### src/rtl/uno_seq_if.sv
// Request/response handshake bundle between a unary-op issuer and uno_seq.
// The master issues requests and consumes responses; the slave is the sequencer.
interface uno_seq_if #(
    parameter int MUL_BW = 16,
    parameter int ITER_W = 4
) ();
    logic                     req_valid;
    logic                     req_ready;
    logic [1:0]               req_op;
    logic signed [MUL_BW-1:0] req_x;
    logic [ITER_W-1:0]        req_iter;
    logic                     rsp_valid;
    logic                     rsp_ready;
    logic [1:0]               rsp_op;
    logic                     rsp_err;

    modport master (
        output req_valid, req_op, req_x, req_iter, rsp_ready,
        input  req_ready, rsp_valid, rsp_op, rsp_err
    );

    modport slave (
        input  req_valid, req_op, req_x, req_iter, rsp_ready,
        output req_ready, rsp_valid, rsp_op, rsp_err
    );
endinterface

### src/rtl/uno_seq.sv
// Unary-function sequencer: sets up the variable generator, walks the MAC
// through a Horner evaluation of N terms, then returns one response.
module uno_seq #(
    parameter int MUL_BW = 16,
    parameter int ITER_W = 4,
    parameter int CNT_W  = 16
) (
    input  logic                     clk,
    input  logic                     rst_n,
    uno_seq_if.slave                 bus,
    input  logic                     flush,
    output logic [1:0]               gemm_uno_o,
    output logic signed [MUL_BW-1:0] x_o,
    output logic                     acc_clr_o,
    output logic                     acc_en_o,
    output logic [ITER_W-1:0]        coef_idx_o,
    output logic [CNT_W-1:0]         done_cnt_o
);

    typedef enum logic [1:0] {
        S_IDLE,
        S_PREP,
        S_RUN,
        S_DONE
    } state_t;

    localparam logic [1:0]        OP_GEMM = 2'b00;
    localparam logic [ITER_W-1:0] ITER_ONE = ITER_W'(1);
    localparam logic [CNT_W-1:0]  CNT_ONE  = CNT_W'(1);

    state_t                   r_state;
    logic [1:0]               r_op;
    logic [ITER_W-1:0]        r_last_idx;
    logic [1:0]               r_gemm;
    logic signed [MUL_BW-1:0] r_x;
    logic                     r_acc_clr;
    logic                     r_acc_en;
    logic [ITER_W-1:0]        r_coef_idx;
    logic                     r_rsp_valid;
    logic [1:0]               r_rsp_op;
    logic                     r_rsp_err;
    logic [CNT_W-1:0]         r_done_cnt;

    logic                     w_req_ready;

    assign w_req_ready = (r_state == S_IDLE) && !flush;

    // NOTE: all state below uses non-blocking assignments so every register
    // samples the pre-edge values of its peers.
    always_ff @(posedge clk or negedge rst_n) begin
        if (!rst_n) begin
            r_state     <= S_IDLE;
            r_op        <= OP_GEMM;
            r_last_idx  <= '0;
            r_gemm      <= OP_GEMM;
            r_x         <= '0;
            r_acc_clr   <= 1'b0;
            r_acc_en    <= 1'b0;
            r_coef_idx  <= '0;
            r_rsp_valid <= 1'b0;
            r_rsp_op    <= OP_GEMM;
            r_rsp_err   <= 1'b0;
            r_done_cnt  <= '0;
        end else if (flush) begin
            // Abort wins over every transition and never touches the counter.
            r_state     <= S_IDLE;
            r_gemm      <= OP_GEMM;
            r_acc_clr   <= 1'b0;
            r_acc_en    <= 1'b0;
            r_rsp_valid <= 1'b0;
        end else begin
            case (r_state)
                S_IDLE: begin
                    if (bus.req_valid) begin
                        r_op       <= bus.req_op;
                        r_last_idx <= (bus.req_iter == '0) ? '0 : bus.req_iter - ITER_ONE;
                        if (bus.req_op == OP_GEMM) begin
                            r_rsp_valid <= 1'b1;
                            r_rsp_op    <= OP_GEMM;
                            r_rsp_err   <= 1'b1;
                            r_state     <= S_DONE;
                        end else begin
                            r_gemm    <= bus.req_op;
                            r_x       <= bus.req_x;
                            r_acc_clr <= 1'b1;
                            r_state   <= S_PREP;
                        end
                    end
                end
                S_PREP: begin
                    r_acc_clr  <= 1'b0;
                    r_acc_en   <= 1'b1;
                    r_coef_idx <= r_last_idx;
                    r_state    <= S_RUN;
                end
                S_RUN: begin
                    if (r_coef_idx == '0) begin
                        r_acc_en    <= 1'b0;
                        r_gemm      <= OP_GEMM;
                        r_rsp_valid <= 1'b1;
                        r_rsp_op    <= r_op;
                        r_rsp_err   <= 1'b0;
                        r_state     <= S_DONE;
                    end else begin
                        r_coef_idx <= r_coef_idx - ITER_ONE;
                    end
                end
                S_DONE: begin
                    if (bus.rsp_ready) begin
                        r_rsp_valid <= 1'b0;
                        r_state     <= S_IDLE;
                        if (!r_rsp_err && (r_done_cnt != '1)) begin
                            r_done_cnt <= r_done_cnt + CNT_ONE;
                        end
                    end
                end
                default: r_state <= S_IDLE;
            endcase
        end
    end

    assign bus.req_ready = w_req_ready;
    assign bus.rsp_valid = r_rsp_valid;
    assign bus.rsp_op    = r_rsp_op;
    assign bus.rsp_err   = r_rsp_err;
    assign gemm_uno_o    = r_gemm;
    assign x_o           = r_x;
    assign acc_clr_o     = r_acc_clr;
    assign acc_en_o      = r_acc_en;
    assign coef_idx_o    = r_coef_idx;
    assign done_cnt_o    = r_done_cnt;

endmodule

### src/flat_wrapper.sv
// flat-port wrapper written by rule: the top's interface ports become plain ports
module uno_seq_flat 
#(
    parameter int MUL_BW = 16,
    parameter int ITER_W = 4,
    parameter int CNT_W  = 16
)
  (clk, rst_n, flush, gemm_uno_o, x_o, acc_clr_o, acc_en_o, coef_idx_o, done_cnt_o, bus_req_valid, bus_req_op, bus_req_x, bus_req_iter, bus_rsp_ready, bus_req_ready, bus_rsp_valid, bus_rsp_op, bus_rsp_err);
  uno_seq_if #(.MUL_BW(MUL_BW), .ITER_W(ITER_W)) bus_i ();
  input  logic clk;
  input  logic rst_n;
  input  logic flush;
  output logic [1:0] gemm_uno_o;
  output logic signed [MUL_BW-1:0] x_o;
  output logic acc_clr_o;
  output logic acc_en_o;
  output logic [ITER_W-1:0] coef_idx_o;
  output logic [CNT_W-1:0] done_cnt_o;
  input wire logic [$bits(bus_i.req_valid)-1:0] bus_req_valid;
  input wire logic [$bits(bus_i.req_op)-1:0] bus_req_op;
  input wire logic [$bits(bus_i.req_x)-1:0] bus_req_x;
  input wire logic [$bits(bus_i.req_iter)-1:0] bus_req_iter;
  input wire logic [$bits(bus_i.rsp_ready)-1:0] bus_rsp_ready;
  output wire logic [$bits(bus_i.req_ready)-1:0] bus_req_ready;
  output wire logic [$bits(bus_i.rsp_valid)-1:0] bus_rsp_valid;
  output wire logic [$bits(bus_i.rsp_op)-1:0] bus_rsp_op;
  output wire logic [$bits(bus_i.rsp_err)-1:0] bus_rsp_err;
  assign bus_i.req_valid = bus_req_valid;
  assign bus_i.req_op = bus_req_op;
  assign bus_i.req_x = bus_req_x;
  assign bus_i.req_iter = bus_req_iter;
  assign bus_i.rsp_ready = bus_rsp_ready;
  assign bus_req_ready = bus_i.req_ready;
  assign bus_rsp_valid = bus_i.rsp_valid;
  assign bus_rsp_op = bus_i.rsp_op;
  assign bus_rsp_err = bus_i.rsp_err;
  uno_seq #(.MUL_BW(MUL_BW), .ITER_W(ITER_W), .CNT_W(CNT_W)) u_core (.clk(clk), .rst_n(rst_n), .bus(bus_i), .flush(flush), .gemm_uno_o(gemm_uno_o), .x_o(x_o), .acc_clr_o(acc_clr_o), .acc_en_o(acc_en_o), .coef_idx_o(coef_idx_o), .done_cnt_o(done_cnt_o));
endmodule
### config.mk
export PLATFORM = sky130hd
export DESIGN_NAME = uno_seq_flat
export DESIGN_NICKNAME = d
export VERILOG_FILES = /design/src/rtl/uno_seq_if.sv /design/src/rtl/uno_seq.sv /design/src/flat_wrapper.sv
export SDC_FILE = /design/constraint.sdc
export NUM_CORES = 1
export LEC_CHECK = 0
export ABC_AREA = 1
export CELL_PAD_IN_SITES_DETAIL_PLACEMENT = 2
export CELL_PAD_IN_SITES_GLOBAL_PLACEMENT = 2
export CORE_ASPECT_RATIO = 1.25
export CORE_UTILIZATION = 28
export DETAILED_ROUTE_END_ITERATION = 10
export PLACE_DENSITY = 0.9
export SYNTH_ARGS = -nofsm -noshare
export SYNTH_HDL_FRONTEND = slang
export SYNTH_SLANG_ARGS = --single-unit
### constraint.sdc
create_clock -name clk -period 2.21 [get_ports clk]
set_input_delay 0.221 -clock clk [delete_from_list [all_inputs] [get_ports clk]]
set_output_delay 0.221 -clock clk [all_outputs]
set_load 0.03 [all_outputs]
### Word-level counts from Yosys, hierarchy flattened

Cells that the tools add are included.

* register bits after elaboration: 52
* bits of input ports: 27
* output and inout bits: 45
* word-level logic and storage cells: 86

* add/sub/neg operators: 3
* eq/ne operators: 13
* muxes and demuxes: 32
* bitwise logic cells: 2
* reduce and logical (&&, ||, !) cells: 24

Operators by type and width (number)
* $mux W2: 12
* $add A16 B1 Y16 const B: 1
* $ne A16 B16 Y1 const B: 1
* $ne A3 B3 Y1 const B: 4
* $reduce_and A3 Y1: 4
* $reduce_and A4 Y1: 3
* $mux W1: 10
* $reduce_and A5 Y1: 2
* $reduce_bool A3 Y1: 3
* $logic_not A4 Y1: 2
* $mux W4: 2
* $pmux W2 S2: 2
* $pmux W2 S4: 1
* $pmux W4 S2: 1
* $sub A4 B1 Y4 const B: 2
* $ne A2 B2 Y1 const B: 3
* $pmux W1 S2: 3
* $eq A2 B2 Y1 const B: 2
* $logic_not A2 Y1: 2
* $reduce_bool A2 Y1: 2
* $reduce_bool A4 Y1: 1
* $ne A3 B2 Y1 const B: 1
* $pmux W1 S3: 1
* $eq A2 B1 Y1 const B: 1
* 5 further kinds: 8

### Depth between registers and ports, before layout

* depth after elaboration: 5
* depth in mapped cells: 10
* depth with buffers taken out: 9

### Worst setup path after synthesis

OpenSTA, ideal clock, no wires.

* path kind: register to register
* from: register u_core.r_done_cnt[0] (netlist: u_core.done_cnt_o[0])
* to: register u_core.r_done_cnt[12] (netlist: u_core.done_cnt_o[12])
* library setup time: 118 ps
* data arrival time: 1507 ps
* required time: 2092 ps
* path slack: 584 ps
* stages on the path, launching flop included: 11
* cell sequence: dfrtp_1 ha_1 nand2_2 nor2_4 nand2_2 nor2_4 nor2_4 buf_6 nand2_1 nand2_1 nand2_1

* cells in the longest elaborated chain, start to end: 3
* elaborated cells between the ends (all ways): 4
* those cells by class: add/sub: 1; eq/ne: 1; reduce/logical: 2

RTL lines
* start, declared: line uno_seq.sv:42 `logic [CNT_W-1:0] r_done_cnt;`
* start signal, assigned: line uno_seq.sv:113 `r_done_cnt <= r_done_cnt + CNT_ONE;`
* branches (longest 3 deep; another with $add A16 B1 Y16)

Several ways; the timed one is not identified.
A chain may end at the register's enable or synchronous reset.

### Worst setup path after layout

* from: register u_core.r_state[0]
* to: output port bus_req_ready

* cells in the longest elaborated chain, start to end: 2

RTL lines
* start, declared: line uno_seq.sv:31 `state_t r_state;`
* start signal, assigned: line uno_seq.sv:52 `r_state <= S_IDLE;`
* start signal, assigned: line uno_seq.sv:66 `r_state <= S_IDLE;`
* start signal, assigned: line uno_seq.sv:81 `r_state <= S_DONE;`
* $logic_not A2 Y1: line uno_seq.sv:46 `assign w_req_ready = (r_state == S_IDLE) && !flush;`
* $logic_and A1 B1 Y1: line uno_seq.sv:46
* end, declared: line flat_wrapper.sv:24 `output wire logic [$bits(bus_i.req_ready)-1:0] bus_req_ready;`

No other way between the ends.

==> impl_metrics.py <==
metrics = {
    "outcome": {
        "status": "finished, final reports clean",
    },
    "sta": {
        "tns_ns": 0,
        "slew_headroom_pct": 53.6,
        "fmax_mhz": 493,
        "period_minus_slack_ns": 2.03,
        "whs_ns": 0.483,
        "final_hold_viol_count": 0,
        "clock_skew_ns": 0.00549,
        "finalCritPeriodShare_pct": 91.8,
        "setup_violations": 0,
        "report.final.slew_viol_count": 0,
        "rsz0062_at_grt": "false",
        "tightestPinTransition_ns": 0.695,
    },
    "layout": {
        "n_fill_cell": 1119,
        "stdcell_area_mm2": 0.00379,
        "utilization_pct": 39.4,
        "final_nets": 435,
        "syn_to_final_growth_pct": 37.3,
        "drive_above_1_share_pct": 11.2,
        "n_antenna_cell": 0,
    },
    "yosys": {
        "avgSynthCellArea_um2": 8.55,
        "yosysWarnings": 0,
        "synth_nets": 357,
        "synth-seq-cells": 52,
        "synthCells": 323,
        "synth_cell_types": 31,
        "ys_seq_area_share_pct": 47.1,
        "syn-cell-area_mm2": 0.00276,
    },
    "floorplanning": {
        "die_h_um": 113,
        "start_util_pct": 28.7,
        "die-area_mm2": 0.0103,
        "std_cell_rows": 40,
        "core_mm2": 0.00961,
        "boundaryPins": 72,
        "die_w_um": 90.8,
    },
    "global_route": {
        "grt_pass1_vias": 2837,
        "grt_pass1_wl_mm": 14.6,
        "grt_start_max_net_pins": 29,
        "antenna_found_initial": 0,
        "grt_usage_pct": 18.4,
        "grt_overflow": 0,
    },
    "routing": {
        "drc_errors": 0,
        "met2_length_mm": 4.88,
        "met3_length_um": 208,
        "num_vias": 2525,
        "drtPass1Iterations": 4,
        "routed_wirelength_mm": 8.74,
        "wl_met1_mm": 3.48,
        "routed.top_layer": "met4",
        "antenna_left": 0,
        "via_per_inst": 4.78,
        "wire_per_inst_um": 16.6,
        "drtIter0Drc": 96,
    },
    "worst_setup_path": {
        "arrival_ns": 1.81,
        "worst-setup-path-type": "flip-flop to output port",
        "rr_endpoint": "u_core.r_last_idx[0]$_DFFE_PN0P_",
        "crit_fanout": 6,
        "ff2ff_setup_slack_ns": 0.45,
        "cp-end-kind": "output port",
        "critical_path.startpoint_type": "flip-flop",
        "reg2reg_depth": 8,
        "reg2reg_from": "u_core.r_state[0]$_DFFE_PN0P_",
        "worst_ep_required_time_ns": 1.99,
    },
    "power": {
        "power.total_mw": 4.58,
        "p_per_area_mw_per_mm2": 1210,
        "p_leak_nw": 1.72,
        "max-vdd-ir-drop_mv": 0.583,
    },
    "clocking": {
        "clkSlewWorstSetupHoldPaths_ns": 0.07,
        "cts_buffers": 5,
        "cts_tree": "yes",
        "cts.sinks": 52,
        "cts_setup_buffers": 0,
        "max-clock-path-buffers": 2,
        "insertion_delay_ns": 0.30,
        "htreeDepth": 2,
        "root_buffer": "clkbuf_16",
    },
    "place": {
        "dpl-instance-area_mm2": 0.00362,
        "port-buffer-count": 71,
        "place.detailed.hpwl_mm": 6.68,
        "place.gp.congestion": 0.781,
    },
    "hold_path": {
        "hold_path_class": "flip-flop to flip-flop",
        "hold_path_depth": 2,
        "hold_end": "u_core.bus.rsp_valid$_DFFE_PN0P_",
        "min-delay-start": "u_core.bus.rsp_valid$_DFFE_PN0P_",
    },
    "job": {
        "maxCapViolations": 0,
    },
}
==> layout by cell type, fill, tap and decap left out, types with 2 or more instances in the layout <==
master,instances
nand2_2,4
clkbuf_16,5
dfrtp_1,52
nor2_4,4
mux2_4,10
xor2_1,4
a21oi_1,4
nor2_1,29
nor3_1,2
mux2_2,6
inv_2,2
ha_1,7
inv_1,33
clkdlybuf4s50_1,69
nor2_2,3
nand3_1,27
buf_4,3
o21ai_0,18
o21ai_1,3
nand2_1,97
o211ai_1,2
==> per-layer routing <==
| layer | up-vias | global-route usage (%) |
|---|---|---|
| met5 | - | 0 |
| met4 | 0 | 6.98 |
| met3 | 11 | 2.62 |
| met2 | 49 | 35.5 |
| met1 | 1279 | 20.0 |
| li1 | 1186 | - |
==> synthesized netlist by cell type <==
library cell / instances / area [um2]
inv_2: 2 / 7.51
nand2_1: 97 / 364
dfrtp_1: 52 / 1300
nor3_1: 2 / 10.0
buf_2: 1 / 5.00
nand3b_1: 1 / 7.51
o21ai_1: 3 / 15.0
inv_6: 1 / 8.76
nand4_1: 1 / 6.26
mux2_4: 10 / 150
ha_1: 7 / 87.6
nor2_4: 4 / 45.0
nand2_4: 1 / 11.3
o21ai_0: 18 / 90.1
o211ai_1: 2 / 15.0
and3_1: 1 / 6.26
o22ai_1: 1 / 6.26
xnor2_1: 1 / 8.76
buf_6: 4 / 45.0
nand3_2: 1 / 10.0
a2bb2oi_1: 1 / 8.76
nand3_1: 27 / 135
o21ai_2: 1 / 8.76
nor2_1: 29 / 109
inv_1: 33 / 124
nor2_2: 3 / 18.8
mux2_2: 6 / 67.6
a22oi_1: 1 / 7.51
nand2_2: 4 / 25.0
xor2_1: 4 / 35.0
a21oi_1: 4 / 20.0
==> state kept, by name, summed over array words and instances (netlist names) <==
register / cells
u_core.done_cnt_o: 16
u_core.acc_en_o: 1
u_core.coef_idx_o: 4
u_core.r_last_idx: 4
u_core.bus.rsp_err: 1
u_core.bus.rsp_valid: 1
u_core.r_state: 2
u_core.bus.rsp_op: 2
u_core.acc_clr_o: 1
u_core.gemm_uno_o: 2
u_core.x_o: 16
u_core.r_op: 2
==> how the worst max path moves through the flow <==
stage                     slack, ns                           endpoint                              from  cells past startpoint
after CTS                      0.16                      bus_req_ready     u_core.r_state[0]$_DFFE_PN0P_                      5
after detailed placement       0.22                      bus_req_ready     u_core.r_state[0]$_DFFE_PN0P_                      5
after global placement         0.33                      bus_req_ready     u_core.r_state[0]$_DFFE_PN0P_                      5
after global routing           0.07                      bus_req_ready     u_core.r_state[0]$_DFFE_PN0P_                      5
after floorplan                0.58  u_core.done_cnt_o[12]$_DFFE_PN0P_  u_core.done_cnt_o[0]$_DFFE_PN0P_                     10
final                          0.18                      bus_req_ready     u_core.r_state[0]$_DFFE_PN0P_                      5
==> area by class of cell <==
cell class / instances / area [um2] / share of cell area, %
Sequential cell: 52 / 1300 / 34.3
Tap cell: 126 / 158 / 4.16
Inverter: 36 / 140 / 3.70
Multi-Input combinational cell: 230 / 1270 / 33.5
Clock inverter: 2 / 35.0 / 0.925
Timing Repair Buffer: 76 / 757 / 20.0
Clock buffer: 6 / 129 / 3.40
==> report_power, final <==
part	total [mW]	leakage (nW)	switching, mW	internal, mW
combinational	2.17	0.977	1.26	0.906
sequential	1.52	0.664	0.234	1.28
clock	0.892	0.0808	0.358	0.534
total	4.58	1.72	1.85	2.72
==> critical path, cell delays in order (launching register included) <==
cell and delay (ns):
dfrtp_1 0.42, inv_1 0.14, ha_1 0.30, inv_2 0.10, nor2_4 0.14, dlygate4sd2_1 0.41
==> cells by family (layout without fill, tap and decap cells) <==
kind of cell,count (synthesis),after routing,synth area share [%]
buffers and inverters,41,120,6.89
multiplexers,16,16,7.89
flip-flops,52,52,47.1
XOR/XNOR,5,5,1.59
AO/OA/AOI/OAI,31,31,6.21
AND/OR/NAND/NOR,171,171,27.1
adder cells (fa/ha/maj),7,7,3.17
==> through the flow <==
stage | cells | setup slack (ns)
after floorplan | 323 | 0.584
after global placement | 519 | 0.333
after detailed placement | 519 | 0.219
after CTS | 528 | 0.158
after global routing | 528 | 0.0709
final | 528 | 0.182
==> timing repair <==
item,4_1_cts,5_1_grt
gates resized for setup,1,0
hold endpoints to repair,24,0
hold buffers,1,0
setup endpoints to repair,1,0
No activity file was read; power rests on OpenSTA's default activity.
==> edit 1, RTL diff (same flow settings) <==
Put one more register stage on the output `done_cnt_o`, cleared by the reset. The value now appears one clock later. The other outputs are not delayed to match.
--- a/src/rtl/uno_seq.sv
+++ b/src/rtl/uno_seq.sv
@@ -130,3 +130,9 @@
     assign coef_idx_o    = r_coef_idx;
-    assign done_cnt_o    = r_done_cnt;
+    always_ff @(posedge clk or negedge rst_n) begin
+        if (!rst_n) begin
+            done_cnt_o <= '0;
+        end else begin
+            done_cnt_o <= r_done_cnt;
+        end
+    end
 
Behaviour: not the same (Yosys sat finds a counterexample within 10 cycles, from zero or initial values and one cycle with rst_n low).
==> edit 1 against the original RTL <==
Power grew 24%. Non-clock buffer count grew 1. Maximum frequency shrank 1.6%. Synthesized area grew 16%. Die area grew 15%. Wire length grew 13%. Critical endpoint unchanged. First-iteration DRC count shrank 35%. Clock skew is essentially flat. Sequential share of layout area grew 4.7 points. Sequential cell count grew 16. Final area grew 15%. Hold slack lost 56 ps. Worst setup slack lost 32 ps.
==> edit 1: results (changes against the original RTL) <==
stage;metric;value;unit;change
grt;via count of the first global-routing pass;3143;;was 2,837
grt;met1 Resource Use GR;18.46;%;was 20.02%
place;HPWL after detailed placement;6999;µm;was 6683 µm
place;cell area after placement;4054;µm²;was 3616 µm²
min_path;worst hold path type;in2async;;was reg2reg
sta;Fin Clk Skew;5.657;ps;was 5.491 ps
sta;shortest period the worst path allows;2061;ps;was 2028 ps
yosys;count of different cell masters after synthesis;28;;was 31
sta;Fin Hold WS;427.2;ps;was 483.2 ps
yosys;Post-Synthesis Net Count;378;;was 357
yosys;portion of the post-synthesis area used by sequential elements;53.31;%;was 47.14%
detailed_routing;Detailed Route WL;9892;µm;was 8739 µm
worst_setup_path;flop-to-flop setup slack;230;ps;was 450 ps
grt;met3 track utilization from global routing;3.456;%;was 2.621%
cts;Clk Latency, worst-skew pair;330;ps;was 300 ps
run_status;status;finished clean;;unchanged
detailed_routing;Via-to-Cell Ratio;4.742;;was 4.782
final_layout;layout cell share with drive strength beyond 1;13.69;%;was 11.19%
power;leakage component of the power;2.062;nW;was 1.722 nW
power;Worst IR Drop VDD;353.8;µV;was 583.2 µV
yosys;Synth area leaders;sky130_fd_sc_hd__dfrtp_1 (53%), sky130_fd_sc_hd__nand2_1 (12%), sky130_fd_sc_hd__inv_1 (4.8%), sky130_fd_sc_hd__mux2_4 (4.7%), sky130_fd_sc_hd__nor2_1 (3.6%);;was sky130_fd_sc_hd__dfrtp_1 (47%), sky130_fd_sc_hd__nand2_1 (13%), sky130_fd_sc_hd__mux2_4 (5.4%), sky130_fd_sc_hd__nand3_1 (4.9%), sky130_fd_sc_hd__inv_1 (4.5%)
place;gp weighted congestion;0.7479;;was 0.7808
power;internal portion of total power;3.452;mW;was 2.722 mW
grt;wire length of the first global-routing pass;15970;µm;was 14,630 µm
detailed_routing;routed metal-1 wirelength;3873;µm;was 3476 µm
final_layout;final cell count without fillers;566;;was 528
worst_setup_path;WP data arrival;1840;ps;was 1810 ps
-- edit 1: worst paths after layout --
check                      cells after the start                          endpoint                              start
setup reg to reg                               8  u_core.bus.rsp_op[0]$_DFFE_PN0P_      u_core.r_state[0]$_DFFE_PN0P_
setup / recovery                               5                     bus_req_ready      u_core.r_state[0]$_DFFE_PN0P_
hold reg to reg                                0   u_core.done_cnt_o[15]$_DFF_PN0_  u_core.r_done_cnt[15]$_DFFE_PN0P_
hold / removal                                 2  u_core.r_last_idx[2]$_DFFE_PN0P_                              rst_n
min in group clk                               0   u_core.done_cnt_o[15]$_DFF_PN0_  u_core.r_done_cnt[15]$_DFFE_PN0P_
max in group asynchronous                      3  u_core.r_done_cnt[7]$_DFFE_PN0P_                              rst_n
-- edit 1: final cells by class --
cell class | instances | area [µm²] | area share [%]
flip-flops and latches | 68 | 1702 | 39.07
clock inverters | 4 | 50.05 | 1.149
clock buffers | 11 | 242.7 | 5.573
inverters | 44 | 170.2 | 3.907
well taps | 135 | 168.9 | 3.878
multi-input cells | 227 | 1270 | 29.16
repair buffers | 77 | 752.0 | 17.27
-- edit 1: power groups by stage --
| stage | clock [mW] | combinational (mW) | sequential [mW] |
|---|---|---|---|
| finish | 1.43 | 2.37 | 1.86 |
| global route | 1.52 | 2.53 | 1.90 |
| CTS | 1.48 | 2.40 | 1.86 |
| detailed placement | 0 | 2.35 | 1.86 |
| global placement | 0 | 2.23 | 1.83 |
| floorplan | 0 | 0.908 | 2.33 |
-- edit 1: kinds of logic after synthesis --
kind of cell,count (synthesis),synth area share (%)
xor gates and xnor gates,2,0.5489
AOI/OAI and AO/OA,27,4.508
muxes,16,6.821
adders and majority gates,7,2.744
DFF,68,53.31
and+or+nand+nor,175,25.09
buffers and inverters,49,6.978
==> edit 2, RTL diff (same flow settings) <==
Without the edit above. `ITER_W` is set to 4 in 3 places; all go to 6.
--- a/src/rtl/uno_seq_if.sv
+++ b/src/rtl/uno_seq_if.sv
@@ -4,3 +4,3 @@
     parameter int MUL_BW = 16,
-    parameter int ITER_W = 4
+    parameter int ITER_W = 6
 ) ();
--- a/src/rtl/uno_seq.sv
+++ b/src/rtl/uno_seq.sv
@@ -4,3 +4,3 @@
     parameter int MUL_BW = 16,
-    parameter int ITER_W = 4,
+    parameter int ITER_W = 6,
     parameter int CNT_W  = 16
--- a/src/flat_wrapper.sv
+++ b/src/flat_wrapper.sv
@@ -4,3 +4,3 @@
     parameter int MUL_BW = 16,
-    parameter int ITER_W = 4,
+    parameter int ITER_W = 6,
     parameter int CNT_W  = 16
Ports: changed (resized bus_req_iter and coef_idx_o); port bits go from 72 to 76. No check against the original RTL was run, so the function may have changed too.
==> edit 2 against the original RTL <==
Count of clock-buffer cells in the layout is 1 higher. Die area is 10% higher. Synthesized cell count is 13% higher. Utilization is 0.64 points lower. Sequential cell count is 4 higher. Wire length is 4.2% higher. Power is 6.9% higher. Sequential power is 9.9% higher. Final area is 8.1% higher. Worst setup slack better by 68 ps. Synthesized area is 10% higher. Critical path type unchanged. Largest cell class is now multi-input gates.
==> edit 2: results (changes against the original RTL) <==
stage;metric;value;unit;change
run_status;status;finished clean;;unchanged
power;share of total power consumed by net switching;42.66;%;was 40.52%
yosys;Compound-Gate Fraction of Synth Area;5.672;%;was 6.210%
place;gp weighted congestion;0.8211;;was 0.7808
yosys;area share of fa/ha/maj cells after synthesis;4.110;%;was 3.173%
detailed_routing;Via-to-Cell Ratio;4.831;;was 4.782
final_layout;fill cell count;1183;;was 1,119
yosys;Synth area leaders;sky130_fd_sc_hd__dfrtp_1 (46%), sky130_fd_sc_hd__nand2_1 (14%), sky130_fd_sc_hd__inv_1 (4.6%), sky130_fd_sc_hd__ha_1 (4.1%), sky130_fd_sc_hd__o21ai_0 (4.1%);;was sky130_fd_sc_hd__dfrtp_1 (47%), sky130_fd_sc_hd__nand2_1 (13%), sky130_fd_sc_hd__mux2_4 (5.4%), sky130_fd_sc_hd__nand3_1 (4.9%), sky130_fd_sc_hd__inv_1 (4.5%)
worst_setup_path;Crit path largest cell delay;440;ps;was 420 ps
sta;Fin Clk Skew;5.735;ps;was 5.491 ps
grt;total track usage;17.53;%;was 18.35%
yosys;list of most frequent post-synthesis cells;sky130_fd_sc_hd__nand2_1 (115), sky130_fd_sc_hd__dfrtp_1 (56), sky130_fd_sc_hd__inv_1 (37), sky130_fd_sc_hd__nor2_1 (31), sky130_fd_sc_hd__o21ai_0 (25);;was sky130_fd_sc_hd__nand2_1 (97), sky130_fd_sc_hd__dfrtp_1 (52), sky130_fd_sc_hd__inv_1 (33), sky130_fd_sc_hd__nor2_1 (29), sky130_fd_sc_hd__nand3_1 (27)
yosys;average cell area after synthesis;8.340;µm²;was 8.545 µm²
final_layout;Synth-to-Final Area Change;34.57;%;was 37.26%
final_layout;nets@finish;486;;was 435
power;leakage component of the power;1.856;nW;was 1.722 nW
yosys;portion of synthesized cell area occupied by the leading cell type;46.03;%;was 47.14%
yosys;portion of netlist area occupied by mux cells;5.919;%;was 7.888%
grt;pin count of the biggest net entering global routing;57;;was 29
power;total power after layout;4.891;mW;was 4.576 mW
detailed_routing;Detailed Route WL;9102;µm;was 8739 µm
place;cell area after placement;3948;µm²;was 3616 µm²
min_path;worst hold path type;in2async;;was reg2reg
grt;wire length of the first global-routing pass;15480;µm;was 14,630 µm
power;Worst IR Drop VDD;420.4;µV;was 583.2 µV
-- edit 2: worst max-delay path, delay by kind of cell, from the launching register on --
family                   cells  cell delay [ps]
buffers and inverters        3              610
flip-flops                   1              440
AND/OR/NAND/NOR              1              220
adder cells (fa/ha/maj)      1              180
-- edit 2: kinds of logic (layout without fill, tap and decap cells) --
kind of cell | after synthesis | in the layout
adder cells (fa/ha/maj) | 10 | 10
AO/OA/AOI/OAI | 33 | 33
buffers and inverters | 44 | 127
XOR/XNOR | 11 | 11
AND/OR/NAND/NOR | 195 | 195
multiplexers | 16 | 16
flip-flops | 56 | 56
-- edit 2: worst paths after layout --
path | from | to | slack (ps) | cells after the start
min reg2reg | u_core.r_op[0]$_DFFE_PN0P_ | u_core.r_op[0]$_DFFE_PN0P_ | 480 | 2
max | u_core.r_state[1]$_DFFE_PN0P_ | bus_req_ready | 250 | 5
min in group clk | u_core.r_op[0]$_DFFE_PN0P_ | u_core.r_op[0]$_DFFE_PN0P_ | 480 | 2
max reg2reg | u_core.r_state[1]$_DFFE_PN0P_ | u_core.x_o[3]$_DFFE_PN0P_ | 320 | 7
max in group asynchronous | rst_n | u_core.r_state[1]$_DFFE_PN0P_ | 1670 | 2
min | rst_n | u_core.x_o[1]$_DFFE_PN0P_ | 60 | 2
-- edit 2: layer usage --
metal  GRT usage (%)  routed length (µm)  up-vias
met2           34.51                5238       66
li1                -                   -     1333
met3           3.475                 391       12
met5               0                   0        -
met4           4.830                 155        0
met1           17.84                3316     1391
-- edit 2: cell type report --
class / instances / share of cell area (%)
multi-input combinational: 265 / 35.52
inverter: 40 / 3.665
clock inverter: 1 / 0.1833
tap: 132 / 4.032
timing repair buffer: 79 / 18.91
sequential: 56 / 34.21
clock buffer: 7 / 3.482
